===== config.mk =====
export PLATFORM = sky130hd
export DESIGN_NAME = clz_share_arbiter_flat
export DESIGN_NICKNAME = d
export VERILOG_FILES = /design/src/rtl/clz_pkg.sv /design/src/rtl/clz_share_arbiter_if.sv /design/src/rtl/clz_core.sv /design/src/rtl/clz_share_arbiter.sv /design/src/flat_wrapper.sv
export SDC_FILE = /design/constraint.sdc
export NUM_CORES = 1
export LEC_CHECK = 0
export CAP_MARGIN = 15
export CELL_PAD_IN_SITES_DETAIL_PLACEMENT = 0
export CELL_PAD_IN_SITES_GLOBAL_PLACEMENT = 1
export CORE_ASPECT_RATIO = 0.75
export CORE_MARGIN = 5
export CORE_UTILIZATION = 32
export DETAILED_ROUTE_END_ITERATION = 16
export PLACE_DENSITY = 0.87
export SLEW_MARGIN = 5
export SYNTH_ARGS = -nofsm -noshare
export SYNTH_HDL_FRONTEND = slang
export SYNTH_SLANG_ARGS = --single-unit

===== constraint.sdc =====
create_clock -name i_clk -period 3.7 [get_ports i_clk]
set_input_delay 0.555 -clock i_clk [delete_from_list [all_inputs] [get_ports i_clk]]
set_output_delay 0.555 -clock i_clk [all_outputs]
set_load 0.005 [all_outputs]

===== src/rtl/clz_pkg.sv =====
// Shared constants for the leading-zero counter arbiter: op encodings,
// requester ids and the count width.
package clz_pkg;
    localparam logic [1:0] CLZ_OP_CLZ = 2'd0;
    localparam logic [1:0] CLZ_OP_CLO = 2'd1;
    localparam logic       REQ_ALU    = 1'b0;
    localparam logic       REQ_DIV    = 1'b1;
    localparam int         CLZ_CNT_W  = 6;
endpackage


===== src/rtl/clz_share_arbiter_if.sv =====
// Request/response bundle between the two requesters, the consumer and the
// shared leading-zero counter.
interface clz_share_arbiter_if #(
    parameter int TAG_W = 5
);
    import clz_pkg::*;

    logic [1:0]           i_req_valid;
    logic [1:0]           o_req_ready;
    logic [31:0]          i_req0_data;
    logic [31:0]          i_req1_data;
    logic [1:0]           i_req_op;
    logic [TAG_W-1:0]     i_req0_tag;
    logic [TAG_W-1:0]     i_req1_tag;
    logic                 i_flush;
    logic                 o_rsp_valid;
    logic                 i_rsp_ready;
    logic                 o_rsp_id;
    logic [TAG_W-1:0]     o_rsp_tag;
    logic [CLZ_CNT_W-1:0] o_rsp_count;

    modport master (
        output i_req_valid, i_req0_data, i_req1_data, i_req_op,
        output i_req0_tag, i_req1_tag, i_flush, i_rsp_ready,
        input  o_req_ready, o_rsp_valid, o_rsp_id, o_rsp_tag, o_rsp_count
    );

    modport slave (
        input  i_req_valid, i_req0_data, i_req1_data, i_req_op,
        input  i_req0_tag, i_req1_tag, i_flush, i_rsp_ready,
        output o_req_ready, o_rsp_valid, o_rsp_id, o_rsp_tag, o_rsp_count
    );
endinterface


===== src/rtl/clz_core.sv =====
// Purely combinational 32-bit leading-zero counter; an all-zero operand
// counts as 32.
module clz_core
    import clz_pkg::*;
(
    input  logic [31:0]          operand,
    output logic [CLZ_CNT_W-1:0] count
);
    always_comb begin
        count = CLZ_CNT_W'(32);
        // Ascending scan: the highest set bit is the last one to write.
        for (int i = 0; i < 32; i++) begin
            if (operand[i]) begin
                count = CLZ_CNT_W'(31 - i);
            end
        end
    end
endmodule


===== src/rtl/clz_share_arbiter.sv =====
// Shares one leading-zero counter between the ALU (port 0) and the divider
// pre-normaliser (port 1) behind a single registered result stage.
module clz_share_arbiter
    import clz_pkg::*;
#(
    parameter int TAG_W = 5,
    parameter bit RR_EN = 1'b1
) (
    input  logic                i_clk,
    input  logic                i_rst_n,
    clz_share_arbiter_if.slave  bus
);
    logic                 rr_ptr_reg;
    logic                 rsp_valid_reg;
    logic                 rsp_id_reg;
    logic [TAG_W-1:0]     rsp_tag_reg;
    logic [CLZ_CNT_W-1:0] rsp_count_reg;

    logic                 free;
    logic                 valid_alu;
    logic                 valid_div;
    logic [1:0]           grant;
    logic                 xfer;
    logic                 win_id;
    logic [31:0]          operand;
    logic [TAG_W-1:0]     win_tag;
    logic [CLZ_CNT_W-1:0] count;

    always_comb begin
        free      = ~rsp_valid_reg | bus.i_rsp_ready;
        // A flush only ever kills ALU work; the divider keeps competing.
        valid_alu = bus.i_req_valid[REQ_ALU] & ~bus.i_flush;
        valid_div = bus.i_req_valid[REQ_DIV];
        grant     = 2'b00;
        if (free && i_rst_n) begin
            if (valid_alu && valid_div) begin
                grant = (RR_EN && rr_ptr_reg) ? 2'b10 : 2'b01;
            end else begin
                grant = {valid_div, valid_alu};
            end
        end
        xfer    = |grant;
        win_id  = grant[REQ_DIV];
        operand = win_id ? bus.i_req1_data : bus.i_req0_data;
        win_tag = win_id ? bus.i_req1_tag : bus.i_req0_tag;
        // Reserved op codes fall through to plain CLZ.
        if (bus.i_req_op == CLZ_OP_CLO) begin
            operand = ~operand;
        end
    end

    clz_core u_core (
        .operand (operand),
        .count   (count)
    );

    always_ff @(posedge i_clk) begin
        if (!i_rst_n) begin
            rr_ptr_reg    <= REQ_ALU;
            rsp_valid_reg <= 1'b0;
            rsp_id_reg    <= 1'b0;
            rsp_tag_reg   <= '0;
            rsp_count_reg <= '0;
        end else if (xfer) begin
            rr_ptr_reg    <= ~win_id;
            rsp_valid_reg <= 1'b1;
            rsp_id_reg    <= win_id;
            rsp_tag_reg   <= win_tag;
            rsp_count_reg <= count;
        end else if (rsp_valid_reg && bus.i_rsp_ready) begin
            rsp_valid_reg <= 1'b0;
        end else if (rsp_valid_reg && bus.i_flush && rsp_id_reg == REQ_ALU) begin
            rsp_valid_reg <= 1'b0;
        end
    end

    assign bus.o_req_ready = grant;
    assign bus.o_rsp_valid = rsp_valid_reg;
    assign bus.o_rsp_id    = rsp_id_reg;
    assign bus.o_rsp_tag   = rsp_tag_reg;
    assign bus.o_rsp_count = rsp_count_reg;
endmodule


===== src/flat_wrapper.sv =====
// flat-port wrapper written by rule: the top's interface ports become plain ports
module clz_share_arbiter_flat import clz_pkg::*;
#(
    parameter int TAG_W = 5,
    parameter bit RR_EN = 1'b1
)
  (i_clk, i_rst_n, bus_i_req_valid, bus_i_req0_data, bus_i_req1_data, bus_i_req_op, bus_i_req0_tag, bus_i_req1_tag, bus_i_flush, bus_i_rsp_ready, bus_o_req_ready, bus_o_rsp_valid, bus_o_rsp_id, bus_o_rsp_tag, bus_o_rsp_count);
  clz_share_arbiter_if #(.TAG_W(TAG_W)) bus_i ();
  input  logic i_clk;
  input  logic i_rst_n;
  input wire logic [$bits(bus_i.i_req_valid)-1:0] bus_i_req_valid;
  input wire logic [$bits(bus_i.i_req0_data)-1:0] bus_i_req0_data;
  input wire logic [$bits(bus_i.i_req1_data)-1:0] bus_i_req1_data;
  input wire logic [$bits(bus_i.i_req_op)-1:0] bus_i_req_op;
  input wire logic [$bits(bus_i.i_req0_tag)-1:0] bus_i_req0_tag;
  input wire logic [$bits(bus_i.i_req1_tag)-1:0] bus_i_req1_tag;
  input wire logic [$bits(bus_i.i_flush)-1:0] bus_i_flush;
  input wire logic [$bits(bus_i.i_rsp_ready)-1:0] bus_i_rsp_ready;
  output wire logic [$bits(bus_i.o_req_ready)-1:0] bus_o_req_ready;
  output wire logic [$bits(bus_i.o_rsp_valid)-1:0] bus_o_rsp_valid;
  output wire logic [$bits(bus_i.o_rsp_id)-1:0] bus_o_rsp_id;
  output wire logic [$bits(bus_i.o_rsp_tag)-1:0] bus_o_rsp_tag;
  output wire logic [$bits(bus_i.o_rsp_count)-1:0] bus_o_rsp_count;
  assign bus_i.i_req_valid = bus_i_req_valid;
  assign bus_i.i_req0_data = bus_i_req0_data;
  assign bus_i.i_req1_data = bus_i_req1_data;
  assign bus_i.i_req_op = bus_i_req_op;
  assign bus_i.i_req0_tag = bus_i_req0_tag;
  assign bus_i.i_req1_tag = bus_i_req1_tag;
  assign bus_i.i_flush = bus_i_flush;
  assign bus_i.i_rsp_ready = bus_i_rsp_ready;
  assign bus_o_req_ready = bus_i.o_req_ready;
  assign bus_o_rsp_valid = bus_i.o_rsp_valid;
  assign bus_o_rsp_id = bus_i.o_rsp_id;
  assign bus_o_rsp_tag = bus_i.o_rsp_tag;
  assign bus_o_rsp_count = bus_i.o_rsp_count;
  clz_share_arbiter #(.TAG_W(TAG_W), .RR_EN(RR_EN)) u_core (.i_clk(i_clk), .i_rst_n(i_rst_n), .bus(bus_i));
endmodule

# ---- Yosys cells after proc, flatten, opt, wreduce, memory -nomap -nowiden
# Cells that the tools add are included.
dict set report word_totals {
  regBits 14
  latchBits 0
  mem_bits_rw 0
  rom_bits 0
  in_bits 82
  out_inout_bits 15
  wordCells 61
  memories 0
}
dict set report op_classes {
  addsub 0
  n_mul 0
  div_mod_pow 0
  magnitude_cmp 0
  eq_ne 1
  n_shift 0
  n_mux 41
  n_bitwise 7
  reduce_logical 7
}
# op n
set ops {}
lappend ops {{$mux W6} 32}
lappend ops {{$mux W32} 2}
lappend ops {{$not A32 Y32} 1}
lappend ops {{$mux W2} 3}
lappend ops {{$logic_and A1 B1 Y1} 5}
lappend ops {{$mux W5} 1}
lappend ops {{$not A1 Y1} 4}
lappend ops {{$mux W1} 3}
lappend ops {{$reduce_bool A3 Y1} 1}
lappend ops {{$eq A2 B1 Y1 const B} 1}
lappend ops {{$reduce_or A2 Y1} 1}
lappend ops {{$and A1 B1 Y1} 1}
lappend ops {{$or A1 B1 Y1} 1}

# ---- Depth between registers and ports, before layout
# Gate-level depths: netlist of run 1.
dict set report depth {
  ltp_word 40
  mapped_depth 12
  mapped_depth_nobuf 8
}

# ---- Hierarchy
# Synthesis of run 1 repeated with hierarchy kept, for this count alone.
dict set report hier_totals {
  cells_unflattened 200
  area_unflattened_um2 1646.6
}
# mod instances cells_per_inst area_each_um2 seq_area_each_um2
set modules_own_cells {}
lappend modules_own_cells {clz_share_arbiter 1 135 1278.7 280.3}
lappend modules_own_cells {clz_core 1 65 367.9 0.0}

# ---- Least setup slack after synthesis of run 1
# OpenSTA, ideal clock, no wires.
dict set report synth_path {
  path_type {input -> register}
  from {in i_rst_n}
  to {reg u_core.rsp_count_reg[2], in the netlist u_core.bus.o_rsp_count[2]}
  setup_ps 91
  arrival_ps 2391
  t_required_ps 3609
  setup_slack_ps 1218
  stages 9
  n_path_buf 2
  path_cell_list {buf_6 > nand2_4 > or3_1 > buf_2 > mux2_4 > or3_4 > o21bai_1 > a31o_1 > a311oi_1}
}
dict set report synth_via {
  elab_chain_cells 37
  word_cells_on_any_way 38
  classes_between {35 x mux; 1 x bitwise; 2 x reduce/logical}
}
# element line
set synth_lines {}
lappend synth_lines {{from (decl)} flat_wrapper.sv:10} ;# input logic i_rst_n;
lappend synth_lines {{$logic_and A1 B1 Y1} clz_share_arbiter.sv:35} ;# if (free && i_rst_n) begin
lappend synth_lines {{$mux W2} clz_share_arbiter.sv:35}
lappend synth_lines {{$mux W32} clz_share_arbiter.sv:44} ;# operand = win_id ? bus.i_req1_data : bus.i_req0_data;
lappend synth_lines {{$not A32 Y32} clz_share_arbiter.sv:48} ;# operand = ~operand;
lappend synth_lines {{$mux W32} clz_share_arbiter.sv:47} ;# if (bus.i_req_op == CLZ_OP_CLO) begin
lappend synth_lines {{$mux W6 (32 in series)} clz_core.sv:13} ;# if (operand[i]) begin
lappend synth_lines {{to (signal assigned)} clz_share_arbiter.sv:69} ;# rsp_count_reg <= count;
lappend synth_lines {{to (decl)} clz_share_arbiter.sv:17} ;# logic [CLZ_CNT_W-1:0] rsp_count_reg;
# Several ways; a longest one is shown, not always the timed one.
# A chain may end at the register's enable or synchronous reset.

# ---- Final worst setup path of run 1
dict set report layout_path {
  from {in bus_i_req_valid[1]}
  to {out bus_o_req_ready[1]}
}
dict set report layout_via {
  elab_chain_cells 3
}
# element line
set layout_lines {}
lappend layout_lines {{from (decl)} flat_wrapper.sv:11} ;# input wire logic [$bits(bus_i.i_req_valid)-1:0] bus_i_req_valid;
lappend layout_lines {{$logic_and A1 B1 Y1} clz_share_arbiter.sv:36} ;# if (valid_alu && valid_div) begin
lappend layout_lines {{$mux W2 (*)} clz_share_arbiter.sv:36}
lappend layout_lines {{$mux W2 (*)} clz_share_arbiter.sv:35}
lappend layout_lines {{to (decl)} flat_wrapper.sv:19} ;# output wire logic [$bits(bus_i.o_req_ready)-1:0] bus_o_req_ready;
# Every way passes the cells marked *; elsewhere a longest branch is shown, timed or not.

==> flow_metrics.env, run 1 <==
export IMPL_synth_cell_types=58
export IMPL_fp_dieH_um=83.5
export IMPL_relSlewSlack_pct=68.3
export IMPL_setup_viol=0
export IMPL_power_density_mw_per_mm2=190
export IMPL_wl_met2_um=3650
export IMPL_synth_top_area_cell="dfxtp_1"
export IMPL_power_mw=0.654
export IMPL_grt_overflow_total=0
export IMPL_syn_area_mm2=0.00230
export IMPL_routed_wl_met3_um=608
export IMPL_port_buffers=96
export IMPL_drt_iter0_drc=304
export IMPL_antenna_cells=0
export IMPL_timing_fmax_mhz=311
export IMPL_final_nets=520
export IMPL_postCtsSetupBuffers=0
export IMPL_area_growth_pct=49.8
export IMPL_cts_root_buf="clkbuf_8"
export IMPL_drive_above_1_share_pct=5.95
export IMPL_final_cells=535
export IMPL_gp_congestion=0.847
export IMPL_vias=2955
export IMPL_p_leak_nw=1.29
export IMPL_wl_met1_um=4140
export IMPL_post_place_ws_ps=396
export IMPL_p_int_mw=0.430
export IMPL_rows=26
export IMPL_async_flop_share_pct=0
export IMPL_synth_cells=346
export IMPL_min_period_ps=3210
export IMPL_final_area_mm2=0.00345
export IMPL_coreArea_mm2=0.00690
export IMPL_p_seq_share_pct=25.1
export IMPL_ys_seq_area_share_pct=12.2
export IMPL_antenna_found_initial=0
export IMPL_die_w_um=108
export IMPL_cts_tree="done"
export IMPL_period_share_pct=86.8
export IMPL_wirelength_um=8480
export IMPL_combPwrFrac_pct=51.8
export IMPL_initial_utilization_pct=33.4
export IMPL_wl_per_cell_um=15.8
export IMPL_synth_commonest_cells="44 x nor2_1, 36 x a21oi_1, 24 x nand2_1, 19 x and4b_1, 19 x o21ai_0"
export IMPL_startpoint_type="input port"
export IMPL_synthTopCellsByArea="dfxtp_1 12%, and4b_1 8.3%, a21oi_1 7.8%"
export IMPL_clkTransAtPathRegs_ps=60
export IMPL_required_ps=3140
export IMPL_num_io_pins=97
export IMPL_grt_start_max_net_pins=23
export IMPL_rsz0062_at_grt="no"
export IMPL_cts_sinks=14
export IMPL_crit_type="in2out"
export IMPL_cts_buffers=3
export IMPL_num_fill_cells=696
export IMPL_cp_data_arrival_time_ps=2660
export IMPL_vias_per_cell=5.52
export IMPL_p_sw_share_pct=34.3
export IMPL_track_usage_pct=18.2
export IMPL_synth_top_area_share_pct=12.2
export IMPL_highest_layer="met4"
export IMPL_cts_resized=0
export IMPL_yosys_warnings=0
export IMPL_p_clk_share_pct=23.1
export IMPL_fin_skew_ps=3.14
export IMPL_largest_reg_flops=6
export IMPL_final_setup_tns_ps=0
export IMPL_dieArea_mm2=0.00901
export IMPL_synth_most_common_cell="nor2_1"
export IMPL_ctsHtreeMaxLevel=1
export IMPL_place_area_mm2=0.00339
export IMPL_worst_slew_pin_slew_ps=471
export IMPL_syn_avg_cell_area_um2=6.65
export IMPL_p_sw_mw=0.225
export IMPL_whs_ps=464
export IMPL_crit_fanout=19
export IMPL_synth_seq_cells=14
export IMPL_cp_end_kind="output pin"
export IMPL_grt_pass1_wl_um=13700
export IMPL_drc_errors=0
export IMPL_drt_first_pass_iters=5
export IMPL_hold_class="reg2reg"
export IMPL_synthesis_nets=428
export IMPL_synth_edf_count=0
export IMPL_final_util_pct=50.0
export IMPL_slew_viol_final=0
export IMPL_hpwl_um=6810
export IMPL_clk_latency_ps=240
export IMPL_worst_slack_ps=490
export IMPL_maxCapViolations=0
export IMPL_status="completed"
export IMPL_synthFlopType="dfxtp_1"
export IMPL_ant_nets=0
export IMPL_ir_worst_vdd_mv=0.109
export IMPL_ctsHoldBuffers=0
export IMPL_final_hold_viol_count=0
export IMPL_dp_cells=531
export IMPL_grt_pass1_vias=2768
export IMPL_cts_buffer_depth=2
[power groups by stage]
stage / combinational (mW) / clock (mW) / sequential [mW]
after global routing: 0.371 / 0.165 / 0.165
after CTS: 0.338 / 0.153 / 0.164
after floorplan: 0.160 / 0 / 0.167
after global placement: 0.333 / 0 / 0.167
final: 0.339 / 0.151 / 0.164
after detailed placement: 0.336 / 0 / 0.167
[per-layer routing]
layer	track usage, %	up-vias
met5	0	-
met4	3.10	0
met3	3.56	8
met2	27.1	101
met1	27.2	1345
li1	-	1501
[critical path: stages]
cell	delay, ps
clkdlybuf4s50_1	560
nand2_4	80
or3_1	520
clkinv_1	110
buf_4	260
clkdlybuf4s50_1	550
[area by class of cell]
cell class | count | area, um^2 | area share, %
Inverter | 17 | 63.8 | 1.85
Tap cell | 98 | 123 | 3.55
Sequential cell | 14 | 280 | 8.12
Multi-Input combinational cell | 294 | 1860 | 54.0
Clock buffer | 4 | 55.1 | 1.60
Timing Repair Buffer | 108 | 1060 | 30.8
[final timing paths]
| kind | slack, ps | from | to | cells past startpoint |
|---|---|---|---|---|
| max | 490 | bus_i_req_valid[1] | bus_o_req_ready[1] | 6 |
| min | 460 | u_core.bus.o_rsp_count[4] | u_core.bus.o_rsp_count[4] | 2 |
| max reg2reg | 1070 | u_core.bus.o_rsp_valid | u_core.bus.o_rsp_count[5] | 8 |
| min reg2reg | 460 | u_core.bus.o_rsp_count[4] | u_core.bus.o_rsp_count[4] | 2 |
[cells by family (layout without fill, tap and decap cells)]
kind of cell / Yosys count / after routing / share of synthesized area (%)
AO/OA/AOI/OAI: 115 / 115 / 33.3
XOR/XNOR: 6 / 6 / 2.28
buffers and inverters: 38 / 129 / 6.96
flip-flops: 14 / 14 / 12.2
multiplexers: 15 / 15 / 6.90
AND/OR/NAND/NOR: 158 / 158 / 38.4
[placed cells by master (no fill, tap or decap), types with 6 or more instances in the layout]
cell and instances:
and4b_1 19, o211ai_1 6, nor2b_1 6, and3_1 7
inv_1 15, xnor2_1 6, mux2i_1 11, a21oi_1 36
nor2_1 44, buf_4 11, clkdlybuf4s50_1 96, nor3_1 16
nand2_1 24, nand3_1 13, o21ai_0 19, dfxtp_1 14
a211oi_1 12
Power figures use the tool's default switching activity.
==> run 2, diff against run 1 <==
CORE_UTILIZATION = 30   (was 32)
PLACE_DENSITY = 0.82   (was 0.87)
clock period = 3 ns   (was 3.7 ns; I/O delays follow)
==> run 2 against run 1 <==
  * Via count is 2.2% higher
  * Clock skew is 1.6 ps higher
  * Sequential power is 24% higher
  * Die area is 6.0% higher
  * Flip-flop and latch count stayed put
  * Global-route usage is 0.22 points lower
  * Utilization is 2.0 points lower
  * Critical path depth is 3 higher
  * First-iteration DRC count is 17% lower
  * Sequential share of layout area is 0.24 points lower
  * Final cell count is 2.8% higher
  * Critical endpoint is now u_core.bus.o_rsp_count[2]
  * Highest routed layer unchanged
==> flow_metrics.env, run 2 (synthesis results as in run 1) <==
export IMPL_status="completed"
export IMPL_fin_skew_ps=4.76
export IMPL_vias=3021
export IMPL_num_io_pins=97
export IMPL_wirelength_um=8880
export IMPL_ir_worst_vdd_mv=0.190
export IMPL_crit_type="in2reg"
export IMPL_min_period_ps=2820
export IMPL_drt_iter0_drc=252
export IMPL_rsz0062_at_grt="no"
export IMPL_grt_pass1_wl_um=14400
export IMPL_power_density_mw_per_mm2=235
export IMPL_die_w_um=111
export IMPL_area_growth_pct=54.5
export IMPL_cp_data_arrival_time_ps=2980
export IMPL_num_fill_cells=737
export IMPL_timing_fmax_mhz=355
export IMPL_place_area_mm2=0.00350
export IMPL_final_area_mm2=0.00356
export IMPL_ctsHoldBuffers=0
export IMPL_drt_first_pass_iters=5
export IMPL_post_place_ws_ps=-70.7
export IMPL_clkTransAtPathRegs_ps=70
export IMPL_mostFrequentLayoutCells="96 x clkdlybuf4s50_1, 44 x nor2_1, 36 x a21oi_1, 24 x nand2_1, 22 x buf_4"
export IMPL_track_usage_pct=18.0
export IMPL_fp_dieH_um=85.9
export IMPL_gp_congestion=0.886
export IMPL_hpwl_um=7210
export IMPL_port_buffers=96
export IMPL_final_util_pct=48.1
export IMPL_drive_above_1_share_pct=8.46
export IMPL_antenna_found_initial=0
export IMPL_p_leak_nw=1.35
export IMPL_slew_viol_final=0
export IMPL_largest_reg_flops=6
export IMPL_period_share_pct=93.9
export IMPL_grt_start_max_net_pins=36
export IMPL_worst_slack_ps=183
export IMPL_cts_root_buf="clkbuf_8"
export IMPL_final_nets=532
export IMPL_cts_resized=0
export IMPL_relSlewSlack_pct=64.0
export IMPL_ant_nets=0
export IMPL_reg2reg_slack_ps=520
export IMPL_grt_overflow_total=0
export IMPL_cts_tree="done"
export IMPL_grt_pass1_vias=2859
export IMPL_cts_buffers=3
export IMPL_ctsHtreeMaxLevel=1
export IMPL_maxCapViolations=0
export IMPL_dieArea_mm2=0.00954
export IMPL_startpoint_type="input port"
export IMPL_final_common_cell="clkdlybuf4s50_1"
export IMPL_coreArea_mm2=0.00740
export IMPL_cp_end_kind="flop"
export IMPL_whs_ps=459
export IMPL_required_ps=3160
export IMPL_drc_errors=0
export IMPL_setup_viol=0
export IMPL_hold_class="reg2reg"
export IMPL_cts_sinks=14
export IMPL_worst_slew_pin_slew_ps=537
export IMPL_final_hold_viol_count=0
export IMPL_initial_utilization_pct=31.1
export IMPL_rows=27
export IMPL_wl_per_cell_um=16.2
export IMPL_antenna_cells=0
export IMPL_cts_buffer_depth=2
export IMPL_crit_fanout=8
export IMPL_postCtsSetupBuffers=0
export IMPL_vias_per_cell=5.49
export IMPL_clk_latency_ps=250
==> run 2: changes by cell type in the layout (fill, tap and decap cells not counted), sizes merged <==
cell  before  now
buf       12   24
==> run 2: final timing paths <==
kind / start / end / depth (start not counted)
setup / recovery: bus_i_req_valid[1] / u_core.bus.o_rsp_count[2] / 9
hold / removal: u_core.bus.o_rsp_count[4] / u_core.bus.o_rsp_count[4] / 2
hold reg to reg: u_core.bus.o_rsp_count[4] / u_core.bus.o_rsp_count[4] / 2
setup reg to reg: u_core.bus.o_rsp_valid / u_core.bus.o_rsp_count[2] / 8
==> run 2: stage by stage <==
stage / TNS, ps / total power, mW / cells
2_1_floorplan: 0 / 0.403 / 346
3_3_place_gp: -24.5 / 0.635 / 546
3_5_place_dp: -70.7 / 0.637 / 546
4_1_cts: 0 / 0.839 / 550
5_1_grt: 0 / 0.889 / 550
6_report: 0 / 0.836 / 550
==> run 2: final cells by class <==
class                   count  area, um^2  share of cell area [%]
well taps                 101         126                    3.55
inverters                  17        63.8                    1.79
repair buffers            120        1170                    32.8
clock buffers               4        55.1                    1.55
multi-input cells         294        1860                    52.4
flip-flops and latches     14         280                    7.88
==> run 2: critical path: stages <==
cell             delay, ps
clkdlybuf4s50_1        560
nand2_4                 60
or3_1                  410
buf_4                  210
mux2_4                 310
or3_4                  330
o21bai_1               160
a31o_1                 220
a311oi_1               260
==> run 2: metal layers <==
metal / vias up / GRT usage [%] / share of wire, %
met1: 1393 / 27.3 / 50
met2: 100 / 28.0 / 43
met5: - / 0 / 0
met3: 2 / 2.75 / 6.3
met4: 0 / 1.44 / 0.30
li1: 1526 / - / -
==> run 2: where the power goes <==
part / internal (mW) / switching [mW] / leakage (nW) / total, mW
Clock: 0.117 / 0.0825 / 0.0288 / 0.199
Sequential: 0.196 / 0.00746 / 0.114 / 0.203
Combinational: 0.229 / 0.205 / 1.21 / 0.434
